**config.mk**
```make
export PLATFORM = sky130hd
export DESIGN_NAME = pipeline_hazard_controller
export DESIGN_NICKNAME = d
export VERILOG_FILES = /design/src/rtl/pipeline_hazard_controller.sv
export SDC_FILE = /design/constraint.sdc
export NUM_CORES = 1
export LEC_CHECK = 0
export BUFFER_PORTS_ARGS = -buffer_cell sky130_fd_sc_hd__buf_4
export CAP_MARGIN = 20
export CORE_UTILIZATION = 35
export DETAILED_ROUTE_END_ITERATION = 6
export SLEW_MARGIN = 10
export SYNTH_ARGS = -nofsm -noshare
export SYNTH_HDL_FRONTEND = slang
export SYNTH_SLANG_ARGS = --single-unit
```
**constraint.sdc**
```tcl
create_clock -name CLK -period 4.2 [get_ports CLK]
set_input_delay 0.21 -clock CLK [delete_from_list [all_inputs] [get_ports CLK]]
set_output_delay 0.21 -clock CLK [all_outputs]
set_load 0.1 [all_outputs]
```
**src/rtl/pipeline_hazard_controller.sv**
```systemverilog
// Hazard unit for a 5-stage pipeline: operand forwarding, load-use/RAW bubbles,
// mispredict flushes and data-memory wait handling with a sticky timeout flag.
module pipeline_hazard_controller #(
    parameter int REG_ADDR_W        = 5,
    parameter int FWD_EN            = 1,
    parameter int LOAD_STALL_CYCLES = 1,
    parameter int MEM_TIMEOUT       = 64,
    parameter int CNT_W             = 16
) (
    input  logic                  CLK,
    input  logic                  RST,
    input  logic [REG_ADDR_W-1:0] RS1_D,
    input  logic [REG_ADDR_W-1:0] RS2_D,
    input  logic [REG_ADDR_W-1:0] RS1_E,
    input  logic [REG_ADDR_W-1:0] RS2_E,
    input  logic [REG_ADDR_W-1:0] RD_E,
    input  logic [REG_ADDR_W-1:0] RD_M,
    input  logic [REG_ADDR_W-1:0] RD_W,
    input  logic                  REG_W_En_E,
    input  logic                  REG_W_En_M,
    input  logic                  REG_W_En_W,
    input  logic [1:0]            Result_Src_Sel_E,
    input  logic                  Branch_Taken_E,
    input  logic                  Predict_Taken_E,
    input  logic                  Mem_Req_M,
    input  logic                  Mem_Ready_M,
    output logic [1:0]            FWD_SrcA,
    output logic [1:0]            FWD_SrcB,
    output logic                  PC_En,
    output logic                  Stall_D,
    output logic                  Stall_E,
    output logic                  Stall_M,
    output logic                  Flush_D,
    output logic                  Flush_E,
    output logic                  Flush_W,
    output logic                  Mem_Err,
    output logic [CNT_W-1:0]      Stall_Count
);

    typedef enum logic [1:0] {
        RUN        = 2'd0,
        LOAD_STALL = 2'd1,
        MEM_WAIT   = 2'd2
    } state_t;

    localparam int                    WAIT_W    = $clog2(MEM_TIMEOUT + 1);
    localparam logic [WAIT_W-1:0]     WAIT_LAST = WAIT_W'(MEM_TIMEOUT - 1);
    localparam logic [1:0]            LS_INIT   = 2'(LOAD_STALL_CYCLES - 1);
    localparam logic [REG_ADDR_W-1:0] ZERO_REG  = {REG_ADDR_W{1'b0}};

    state_t            state_r, state_s;
    logic [1:0]        ls_cnt_r, ls_cnt_s;
    logic [WAIT_W-1:0] wait_cnt_r, wait_cnt_s;
    logic              mem_err_r, mem_err_s;
    logic [CNT_W-1:0]  stall_cnt_r;

    logic       load_use_s, raw_s, mispredict_s, mem_miss_s;
    logic [1:0] fwd_a_s, fwd_b_s;
    logic       pc_en_s, stall_d_s, stall_e_s, stall_m_s;
    logic       flush_d_s, flush_e_s, flush_w_s;

    // Memory stage wins over writeback because it holds the younger value.
    function automatic logic [1:0] fwd_sel(input logic [REG_ADDR_W-1:0] rs,
                                           input logic                  we_m,
                                           input logic [REG_ADDR_W-1:0] rd_m,
                                           input logic                  we_w,
                                           input logic [REG_ADDR_W-1:0] rd_w);
        logic [1:0] sel;
        if (rs == ZERO_REG) begin
            sel = 2'b00;
        end else if (we_m && (rd_m == rs)) begin
            sel = 2'b10;
        end else if (we_w && (rd_w == rs)) begin
            sel = 2'b01;
        end else begin
            sel = 2'b00;
        end
        return sel;
    endfunction

    function automatic logic raw_hit(input logic [REG_ADDR_W-1:0] rs,
                                     input logic                  we_e,
                                     input logic [REG_ADDR_W-1:0] rd_e,
                                     input logic                  we_m,
                                     input logic [REG_ADDR_W-1:0] rd_m);
        return (rs != ZERO_REG) && ((we_e && (rd_e == rs)) || (we_m && (rd_m == rs)));
    endfunction

    assign load_use_s   = (Result_Src_Sel_E == 2'h1) && (RD_E != ZERO_REG) &&
                          ((RD_E == RS1_D) || (RD_E == RS2_D));
    assign raw_s        = (FWD_EN == 0) &&
                          (raw_hit(RS1_D, REG_W_En_E, RD_E, REG_W_En_M, RD_M) ||
                           raw_hit(RS2_D, REG_W_En_E, RD_E, REG_W_En_M, RD_M));
    assign mispredict_s = (Branch_Taken_E != Predict_Taken_E);
    assign mem_miss_s   = Mem_Req_M && !Mem_Ready_M;

    // Next-state and stage control; reset overrides the outputs at the end.
    always_comb begin
        state_s    = state_r;
        ls_cnt_s   = ls_cnt_r;
        wait_cnt_s = wait_cnt_r;
        mem_err_s  = mem_err_r;
        pc_en_s    = 1'b1;
        stall_d_s  = 1'b0;
        stall_e_s  = 1'b0;
        stall_m_s  = 1'b0;
        flush_d_s  = 1'b0;
        flush_e_s  = 1'b0;
        flush_w_s  = 1'b0;
        if (FWD_EN != 0) begin
            fwd_a_s = fwd_sel(RS1_E, REG_W_En_M, RD_M, REG_W_En_W, RD_W);
            fwd_b_s = fwd_sel(RS2_E, REG_W_En_M, RD_M, REG_W_En_W, RD_W);
        end else begin
            fwd_a_s = 2'b00;
            fwd_b_s = 2'b00;
        end

        case (state_r)
            RUN, LOAD_STALL: begin
                if (mem_miss_s) begin
                    // Any deferred hazard is re-detected once memory answers.
                    pc_en_s    = 1'b0;
                    stall_d_s  = 1'b1;
                    stall_e_s  = 1'b1;
                    stall_m_s  = 1'b1;
                    flush_w_s  = 1'b1;
                    state_s    = MEM_WAIT;
                    ls_cnt_s   = 2'd0;
                    wait_cnt_s = {WAIT_W{1'b0}};
                end else if (mispredict_s) begin
                    flush_d_s = 1'b1;
                    flush_e_s = 1'b1;
                    state_s   = RUN;
                    ls_cnt_s  = 2'd0;
                end else if (state_r == LOAD_STALL) begin
                    pc_en_s   = 1'b0;
                    stall_d_s = 1'b1;
                    flush_e_s = 1'b1;
                    if (ls_cnt_r <= 2'd1) begin
                        state_s  = RUN;
                        ls_cnt_s = 2'd0;
                    end else begin
                        ls_cnt_s = ls_cnt_r - 2'd1;
                    end
                end else if (load_use_s || raw_s) begin
                    pc_en_s   = 1'b0;
                    stall_d_s = 1'b1;
                    flush_e_s = 1'b1;
                    if (load_use_s && (LOAD_STALL_CYCLES > 1)) begin
                        state_s  = LOAD_STALL;
                        ls_cnt_s = LS_INIT;
                    end else begin
                        state_s = RUN;
                    end
                end else begin
                    state_s = RUN;
                end
            end
            MEM_WAIT: begin
                pc_en_s   = 1'b0;
                stall_d_s = 1'b1;
                stall_e_s = 1'b1;
                stall_m_s = 1'b1;
                flush_w_s = 1'b1;
                if (!mem_miss_s) begin
                    state_s    = RUN;
                    wait_cnt_s = {WAIT_W{1'b0}};
                end else if (wait_cnt_r == WAIT_LAST) begin
                    state_s    = RUN;
                    mem_err_s  = 1'b1;
                    wait_cnt_s = {WAIT_W{1'b0}};
                end else begin
                    wait_cnt_s = wait_cnt_r + WAIT_W'(1);
                end
            end
            default: begin
                state_s    = RUN;
                ls_cnt_s   = 2'd0;
                wait_cnt_s = {WAIT_W{1'b0}};
            end
        endcase

        if (RST) begin
            pc_en_s   = 1'b0;
            stall_d_s = 1'b0;
            stall_e_s = 1'b0;
            stall_m_s = 1'b0;
            flush_d_s = 1'b1;
            flush_e_s = 1'b1;
            flush_w_s = 1'b1;
            fwd_a_s   = 2'b00;
            fwd_b_s   = 2'b00;
        end else begin
            state_s = state_s;
        end
    end

    // FSM state, bubble/wait counters and sticky timeout flag.
    always_ff @(posedge CLK or posedge RST) begin
        if (RST) begin
            state_r    <= RUN;
            ls_cnt_r   <= 2'd0;
            wait_cnt_r <= {WAIT_W{1'b0}};
            mem_err_r  <= 1'b0;
        end else begin
            state_r    <= state_s;
            ls_cnt_r   <= ls_cnt_s;
            wait_cnt_r <= wait_cnt_s;
            mem_err_r  <= mem_err_s;
        end
    end

    // Saturating count of cycles in which the PC was held.
    always_ff @(posedge CLK or posedge RST) begin
        if (RST) begin
            stall_cnt_r <= {CNT_W{1'b0}};
        end else if (!pc_en_s && (stall_cnt_r != {CNT_W{1'b1}})) begin
            stall_cnt_r <= stall_cnt_r + CNT_W'(1);
        end else begin
            stall_cnt_r <= stall_cnt_r;
        end
    end

    assign FWD_SrcA    = fwd_a_s;
    assign FWD_SrcB    = fwd_b_s;
    assign PC_En       = pc_en_s;
    assign Stall_D     = stall_d_s;
    assign Stall_E     = stall_e_s;
    assign Stall_M     = stall_m_s;
    assign Flush_D     = flush_d_s;
    assign Flush_E     = flush_e_s;
    assign Flush_W     = flush_w_s;
    assign Mem_Err     = mem_err_r;
    assign Stall_Count = stall_cnt_r;

endmodule

```
Yosys cells after proc, flatten, opt, wreduce, memory -nomap -nowiden
Index checks and enable logic that the tools add are counted.
{"block": "totals", "register_bits": 28, "out_inout_bits": 28}
{"block": "classes", "n_addsub": 3, "mux": 48, "n_reduce_logical": 19, "n_bitwise": 1, "eq_ne": 16, "magnitude_cmp": 1}
{"cell": "2-to-1 mux 2 bit", "n": 16}
{"cell": "equality test 5 bit", "n": 6}
{"cell": "2-to-1 mux 1 bit", "n": 23}
{"cell": "2-to-1 mux 7 bit", "n": 3}
{"cell": "adder 16 x 1 -> 16 bit, second input constant", "n": 1}
{"cell": "!= test 16 bit, second input constant", "n": 1}
{"cell": "one-hot mux 7 bit (2 select lines)", "n": 1}
{"cell": "zero test 5 bit", "n": 2}
{"cell": "logical AND 1 bit", "n": 8}
{"cell": "one-hot mux 2 bit (2 select lines)", "n": 2}
{"cell": "adder 7 x 1 -> 7 bit, second input constant", "n": 1}
{"cell": "equality test 7 x 6 -> 1 bit, second input constant", "n": 1}
{"cell": "one-hot mux 1 bit (2 select lines)", "n": 3}
{"cell": "!= test 5 bit, second input constant", "n": 1}
{"cell": "nonzero test 5 bit", "n": 1}
{"cell": "equality test 2 x 1 -> 1 bit, second input constant", "n": 2}
{"cell": "!= test 4 bit, second input constant", "n": 1}
{"cell": "AND reduction 2 bit", "n": 2}
{"cell": "!= test 3 bit, second input constant", "n": 1}
{"cell": "AND reduction 3 bit", "n": 1}
{"cell": "equality test 2 bit, second input constant", "n": 1}
{"cell": "<= comparator 2 x 1 -> 1 bit, second input constant", "n": 1}
{"cell": "zero test 1 bit", "n": 2}
{"cell": "zero test 2 bit", "n": 1}
{"cell": "6 further kinds", "n": 6}

Logic depth before layout (Yosys ltp)
Gate-level depths: netlist of the first run.
{"block": "logic_depth", "word_depth": 11, "depth_mapped": 7, "ltp_nobuf": 7}

Worst setup path after synthesis of the first run
Ideal clock, no wire load.
{"block": "synth_path", "kind": "input-to-output", "start": "input port RST", "end": "output port FWD_SrcA[0]", "path_slack_ns": 0.112, "cell_stages": 3, "arrival_time_ns": 3.878, "path_buffers": 0, "required_time_ns": 3.990, "path_cell_list": "inv_1 -> nand2_1 -> nor4_1"}
{"block": "synth_between", "elab_chain_cells": 1}
{"item": "start, declared", "line_no": "11", "text": "input logic RST,"}
{"item": "2-to-1 mux 2 bit", "line_no": "183", "text": "if (RST) begin"}
{"item": "end, declared", "line_no": "27", "text": "output logic [1:0] FWD_SrcA,"}
No other way between the ends.

Worst setup path in the final report of the first run
{"block": "layout_path", "start": "input port RST", "end": "output port PC_En"}
{"block": "layout_between", "elab_chain_cells": 1}
{"item": "2-to-1 mux 1 bit", "line_no": "183"}
{"item": "end, declared", "line_no": "29", "text": "output logic PC_En,"}
No other way between the ends.

==> results of run 1 <==
-- how the worst max path moves through the flow --
stage / cells past startpoint / start / to
finish: 7 / RST / PC_En
global route: 7 / RST / PC_En
CTS: 7 / RST / PC_En
detailed placement: 6 / Stall_Count[6] / Stall_Count[1]
global placement: 6 / Stall_Count[6] / Stall_Count[1]
floorplan: 3 / RST / FWD_SrcA[0]
-- final cells by class --
class / instances / area, µm²
inverters: 4 / 15.0
multi-input cells: 147 / 1040
fillers: 463 / 2350
flip-flops and latches: 25 / 626
clock inverters: 1 / 7.51
well taps: 67 / 83.8
clock buffers: 3 / 41.3
repair buffers: 74 / 558
-- worst min-delay path: cells and delay by family --
family | cells | cell delay, ps
AO/OA/AOI/OAI | 1 | 50
buffers and inverters | 1 | 110
AND/OR/NAND/NOR | 1 | 110
-- cells by family (layout without fill, tap and decap cells) --
kind of cell	Yosys count	count (layout)
AOI/OAI and AO/OA	19	19
and+or+nand+nor	79	79
buffers and inverters	8	82
xor gates and xnor gates	45	45
adders and majority gates	2	2
DFF	25	25
muxes	2	2
-- flip-flops by register name, indices dropped and copies added, names as in the netlist --
register	cells
state_r	1
Mem_Err	1
wait_cnt_r	7
Stall_Count	16
-- power groups by stage --
stage	logic, mW	registers, mW	clock network [mW]
2_1_floorplan	0.176	0.713	0
6_report	0.695	0.355	0.148
3_3_place_gp	0.693	0.360	0
3_5_place_dp	0.699	0.360	0
5_1_grt	0.730	0.364	0.166
4_1_cts	0.699	0.356	0.155
-- routing by layer --
| metal | wire [µm] | share of wire (%) |
|---|---|---|
| met1 | 1820 | 46 |
| met2 | 1870 | 48 |
| met3 | 213 | 5.4 |
| met4 | 29 | 0.74 |
| met5 | 0 | 0 |
-- metrics by stage --
stage,hold slack (ps),cells,setup slack (ps),util (%)
6_report,248,321,1460,50.2
5_1_grt,254,321,1270,50.2
4_1_cts,240,321,1380,50.2
3_5_place_dp,234,316,1860,49.0
3_3_place_gp,229,316,1830,49.0
2_1_floorplan,271,180,112,-
-- repair_timing --
| item | CTS | global route |
|---|---|---|
| gates resized for setup | 0 | 0 |
| hold buffers | 1 | 0 |
| hold endpoints to repair | 6 | 0 |
-- cell usage after synthesis (3+ instances only) --
cell                      count
sky130_fd_sc_hd__and3_1       6
sky130_fd_sc_hd__dfrtp_1     25
sky130_fd_sc_hd__inv_1        4
sky130_fd_sc_hd__nand2_1     16
sky130_fd_sc_hd__nand3_1     14
sky130_fd_sc_hd__nor2_1       8
sky130_fd_sc_hd__nor3_1       3
sky130_fd_sc_hd__nor3_2       3
sky130_fd_sc_hd__nor3b_1      3
sky130_fd_sc_hd__nor4_1      11
sky130_fd_sc_hd__o21ai_0      6
sky130_fd_sc_hd__o31ai_1      3
sky130_fd_sc_hd__or4_1        3
sky130_fd_sc_hd__xnor2_1     16
sky130_fd_sc_hd__xor2_1      29
==> impl_metrics.sql, run 1 <==
INSERT INTO impl_metrics (metric_group, metric, value, unit) VALUES
('outcome', 'status', 'complete, no violations', ''),
('yosys', 'yosys.cell_types.count', '39', ''),
('critical_path', 'timing.critical_path.to_type', 'primary output', ''),
('pwr', 'p_int', '534', 'µW'),
('clock_network', 'clk_latency', '270', 'ps'),
('min_path', 'worstHoldPathCells', '3', ''),
('critical_path', 'worstSetupStartpointType', 'input port', ''),
('pwr', 'netSwitchingPower', '664', 'µW'),
('drt', 'via_count', '1563', ''),
('clock_network', 'clk_root_buffer_cell', 'sky130_fd_sc_hd__clkbuf_8', ''),
('sta', 'finalSetupViolations', '0', ''),
('grt', 'grt_pass1_vias', '1532', ''),
('pwr', 'power_frac_seq', '29.7', '%'),
('die', 'pin_count', '74', ''),
('placement', 'hpwlAfterDp', '3240', 'µm'),
('yosys', 'post_syn_area_per_cell', '9.50', 'µm²'),
('pwr', 'power_density', '505', 'mW/mm²'),
('die', 'width_of_the_die', '71.9', 'µm'),
('yosys', 'synth-compound-area-share', '8.19', '%'),
('yosys', 'synthFlopType', 'sky130_fd_sc_hd__dfrtp_1', ''),
('drt', 'detail_route.vias_per_cell', '4.87', ''),
('grt', 'busiest_layer', 'met2', ''),
('yosys', 'synthArstFlopShare', '100', '%'),
('yosys', 'netlist.area_leader.share', '36.6', '%'),
('sta', 'post-route-min-period', '2740', 'ps'),
('clock_network', 'numCtsBuffers', '3', ''),
('placement', 'gp_congestion', '0.792', ''),
('die', 'floorplan.die.height', '71.9', 'µm'),
('yosys', 'synth_enable_flop_cells', '0', ''),
('placement', 'place.port_buffers', '72', ''),
('grt', 'wire_length_of_the_first_global_routing_pass', '6760', 'µm'),
('die', 'die_area', '0.00517', 'mm²'),
('die', 'core_area', '0.00472', 'mm²'),
('clock_network', 'tritoncts', 'built', ''),
('pwr', 'post-layout-total-power', '1.20', 'mW'),
('clock_network', 'clock-sinks', '25', ''),
('grt', 'met3_usage', '3.89', '%'),
('yosys', 'synth_sequential_area_ratio', '36.6', '%'),
('grt', 'grtUsageTotal', '16.2', '%'),
('cells_and_area', 'final_net_count', '303', ''),
('critical_path', 'slowest_stage', 'sky130_fd_sc_hd__dlygate4sd3_1', ''),
('critical_path', 'reg2reg_slack', '1840', 'ps'),
('cells_and_area', 'final_cell_area', '0.00237', 'mm²'),
('critical_path', 'ff2ff_path_depth', '6', ''),
('cells_and_area', 'antenna-diode-count', '0', ''),
('yosys', 'synthSimpleGateAreaFrac', '26.6', '%'),
('clock_network', 'ctsLongestPathBuffers', '2', ''),
('die', 'initial_core_util', '36.2', '%'),
('sta', 'grt_setup_unrepaired', 'false', ''),
('sta', 'finalHoldViolations', '0', ''),
('yosys', 'synth_area_leaders', 'sky130_fd_sc_hd__dfrtp_1, sky130_fd_sc_hd__xor2_1, sky130_fd_sc_hd__xnor2_1', ''),
('pwr', 'p_clk_share', '12.3', '%'),
('clock_network', 'h_tree_level_count', '1', ''),
('sta', 'fin_worst_skew', '6.21', 'ps'),
('grt', 'groute.layer.met1.usage', '20.6', '%'),
('yosys', 'postSynthNetCount', '228', ''),
('yosys', 'syn-cell-area', '0.00171', 'mm²'),
('placement', 'place_area', '0.00231', 'mm²'),
('critical_path', 'timing_worst_setup_path_type', 'in -> out', ''),
('drt', 'tritonroute_pass_1_iters', '4', ''),
('critical_path', 'path_buf_inv', '5', ''),
('critical_path', 'crit_path_cell_trace', 'dlygate4sd3_1 > buf_4 > inv_1 > buf_4 > nand2_1 > a31oi_4 > buf_4', ''),
('sta', 'max_freq', '364', 'MHz'),
('yosys', 'synth_largest_area_cell', 'sky130_fd_sc_hd__dfrtp_1', ''),
('min_path', 'hp-class', 'in -> reg', ''),
('yosys', 'ys_ff_latch', '25', ''),
('cells_and_area', 'syn2layout_area_growth', '38.6', '%'),
('yosys', 'yosys-mux-area-fraction', '1.54', '%'),
('die', 'rows', '25', ''),
('yosys', 'ys_warn_count', '0', ''),
('yosys', 'synth_xor_xnor_area_share', '23.0', '%');
No activity file was read; power rests on OpenSTA's default activity.
==> run 2, diff against run 1 <==
==> constraint.sdc (replaced) <==
create_clock -name CLK -period 2.8 [get_ports CLK]
set_input_delay 0.14 -clock CLK [delete_from_list [all_inputs] [get_ports CLK]]
set_output_delay 0.14 -clock CLK [all_outputs]
set_load 0.1 [all_outputs]
==> impl_metrics.sql, run 2 (synthesis gave the netlist of run 1 again) <==
INSERT INTO impl_metrics (metric_group, metric, value, unit) VALUES
('pwr', 'post-layout-total-power', '1.80', 'mW'),
('clock_network', 'numCtsBuffers', '3', ''),
('cells_and_area', 'antenna-diode-count', '0', ''),
('outcome', 'status', 'complete, no violations', ''),
('sta', 'post-route-worst-setup-slack', '461', 'ps'),
('clock_network', 'clk_latency', '270', 'ps'),
('critical_path', 'worstSetupStartpointType', 'input port', ''),
('drt', 'via_count', '1577', ''),
('critical_path', 'timing.critical_path.to_type', 'primary output', ''),
('clock_network', 'ctsLongestPathBuffers', '2', ''),
('grt', 'grtUsageTotal', '16.1', '%'),
('drt', 'detail_route.wirelength', '4030', 'µm'),
('cells_and_area', 'postLayoutCoreUtil', '51.1', '%'),
('clock_network', 'path_clk_slew', '80', 'ps'),
('cells_and_area', 'final_cell_area', '0.00241', 'mm²'),
('drt', 'final_antenna_net_count', '0', ''),
('cells_and_area', 'final_net_count', '305', ''),
('grt', 'global_route_congestion_overflow_total', '0', ''),
('critical_path', 'crit_path_max_incr_delay', '540', 'ps'),
('clock_network', 'h_tree_level_count', '1', ''),
('grt', 'grt_pass1_vias', '1507', ''),
('sta', 'fin_worst_skew', '10.1', 'ps'),
('pwr', 'static_leakage', '1.08', 'nW'),
('sta', 'post-route-min-period', '2340', 'ps'),
('placement', 'hpwlAfterDp', '3180', 'µm'),
('sta', 'finalSetupViolations', '0', ''),
('die', 'die_area', '0.00517', 'mm²'),
('critical_path', 'crit_path_frequent_cell', 'sky130_fd_sc_hd__buf_4', ''),
('drt', 'drc', '0', ''),
('clock_network', 'clock-sinks', '25', ''),
('sta', 'setup-tns-final', '0', 'ps'),
('critical_path', 'crit_path_cell_trace', 'dlygate4sd3_1 > buf_4 > inv_1 > nand2_1 > a31oi_4 > buf_4', ''),
('cells_and_area', 'largest_register_ffs', '16', ''),
('placement', 'place_ws', '778', 'ps'),
('die', 'rows', '25', ''),
('drt', 'wl_per_cell', '12.5', 'µm'),
('sta', 'whs', '180', 'ps'),
('clock_network', 'clk_root_buffer_cell', 'sky130_fd_sc_hd__clkbuf_8', ''),
('pwr', 'power_density', '748', 'mW/mm²'),
('grt', 'grt_antenna_before_repair', '0', ''),
('die', 'core_area', '0.00472', 'mm²'),
('sta', 'grt_setup_unrepaired', 'false', ''),
('sta', 'timing_worst_slew_pin_value', '600', 'ps'),
('clock_network', 'ctsResizeCount', '0', ''),
('placement', 'place.port_buffers', '72', ''),
('critical_path', 'slowest_stage', 'sky130_fd_sc_hd__dlygate4sd3_1', ''),
('placement', 'gp_congestion', '0.766', ''),
('pwr', 'ir_worst_vdd', '365', 'µV'),
('sta', 'slew_headroom', '59.7', '%'),
('critical_path', 'timing_worst_setup_path_type', 'in -> out', ''),
('placement', 'place_area', '0.00236', 'mm²'),
('grt', 'grt_start_max_net_pins', '21', ''),
('cells_and_area', 'layout_commonest_cell', 'sky130_fd_sc_hd__buf_4', ''),
('cells_and_area', 'layout_common_cells', 'sky130_fd_sc_hd__buf_4, sky130_fd_sc_hd__xor2_1, sky130_fd_sc_hd__dfrtp_1', ''),
('die', 'pin_count', '74', ''),
('placement', 'placed_cells_incl_taps', '318', ''),
('grt', 'wire_length_of_the_first_global_routing_pass', '6670', 'µm'),
('drt', 'detail_route.vias_per_cell', '4.88', ''),
('sta', 'timing.final.crit_share', '83.5', '%'),
('cells_and_area', 'layout-drive-gt1-share', '37.5', '%'),
('drt', 'tritonroute_pass_1_iters', '4', ''),
('cells_and_area', 'syn2layout_area_growth', '41.0', '%'),
('critical_path', 'timing.critical_path.fanout_max', '16', ''),
('die', 'floorplan.die.height', '71.9', 'µm'),
('critical_path', 'worst-endpoint-arrival', '2200', 'ps'),
('cells_and_area', 'stdcell_count', '323', ''),
('critical_path', 'worstPathRequired', '2660', 'ps'),
('min_path', 'hp-class', 'in -> reg', ''),
('sta', 'finalHoldViolations', '0', ''),
('die', 'initial_core_util', '36.2', '%'),
('sta', 'max_freq', '428', 'MHz'),
('run', 'max_cap_viol_count', '0', ''),
('sta', 'finalMaxSlewViolations', '0', ''),
('drt', 'drt_iter0_drc', '48', ''),
('die', 'width_of_the_die', '71.9', 'µm'),
('clock_network', 'tritoncts', 'built', '');
## run 2: worst paths after layout
| check | startpoint | end | slack [ps] | cells past startpoint |
|---|---|---|---|---|
| worst max-delay path | RST | PC_En | 460 | 6 |
| worst min-delay path | Mem_Req_M | state_r[1] | 180 | 3 |
| worst max register to register | Stall_Count[6] | Stall_Count[1] | 860 | 7 |
| worst min register to register | Mem_Err | Mem_Err | 490 | 1 |
| max in group asynchronous | RST | Stall_Count[6] | 1740 | 4 |
| min in group asynchronous | RST | wait_cnt_r[3] | 450 | 3 |
## run 2: power by group
group,total [mW],switching [mW],leakage [nW],internal (mW)
Sequential,0.536,0.0964,0.313,0.440
Combinational,1.05,0.790,0.744,0.264
Clock,0.215,0.113,0.0228,0.102
## run 2: area by class of cell
class	instances	area, µm²
timing repair buffer	76	573
tap	67	83.8
multi-input combinational	147	1070
inverter	4	15.0
sequential	25	626
fill	468	2310
clock buffer	4	45.0
## run 2: layer usage
metal | GRT usage (%) | wire length, µm | up-vias
li1 | - | - | 796
met4 | 3.70 | 30 | 0
met1 | 20.7 | 1920 | 734
met3 | 3.89 | 204 | 4
met5 | 0 | 0 | -
met2 | 27.5 | 1870 | 43
## run 2: repair_timing
item	4_1_cts	5_1_grt
buffers inserted	0	0
hold buffers	1	0
endpoints found under the hold margin	5	0
## run 2: worst max-delay path, delay by kind of cell
family | cells | cell delay [ps]
AND/OR/NAND/NOR | 1 | 180
buffers and inverters | 4 | 1390
AO/OA/AOI/OAI | 1 | 480
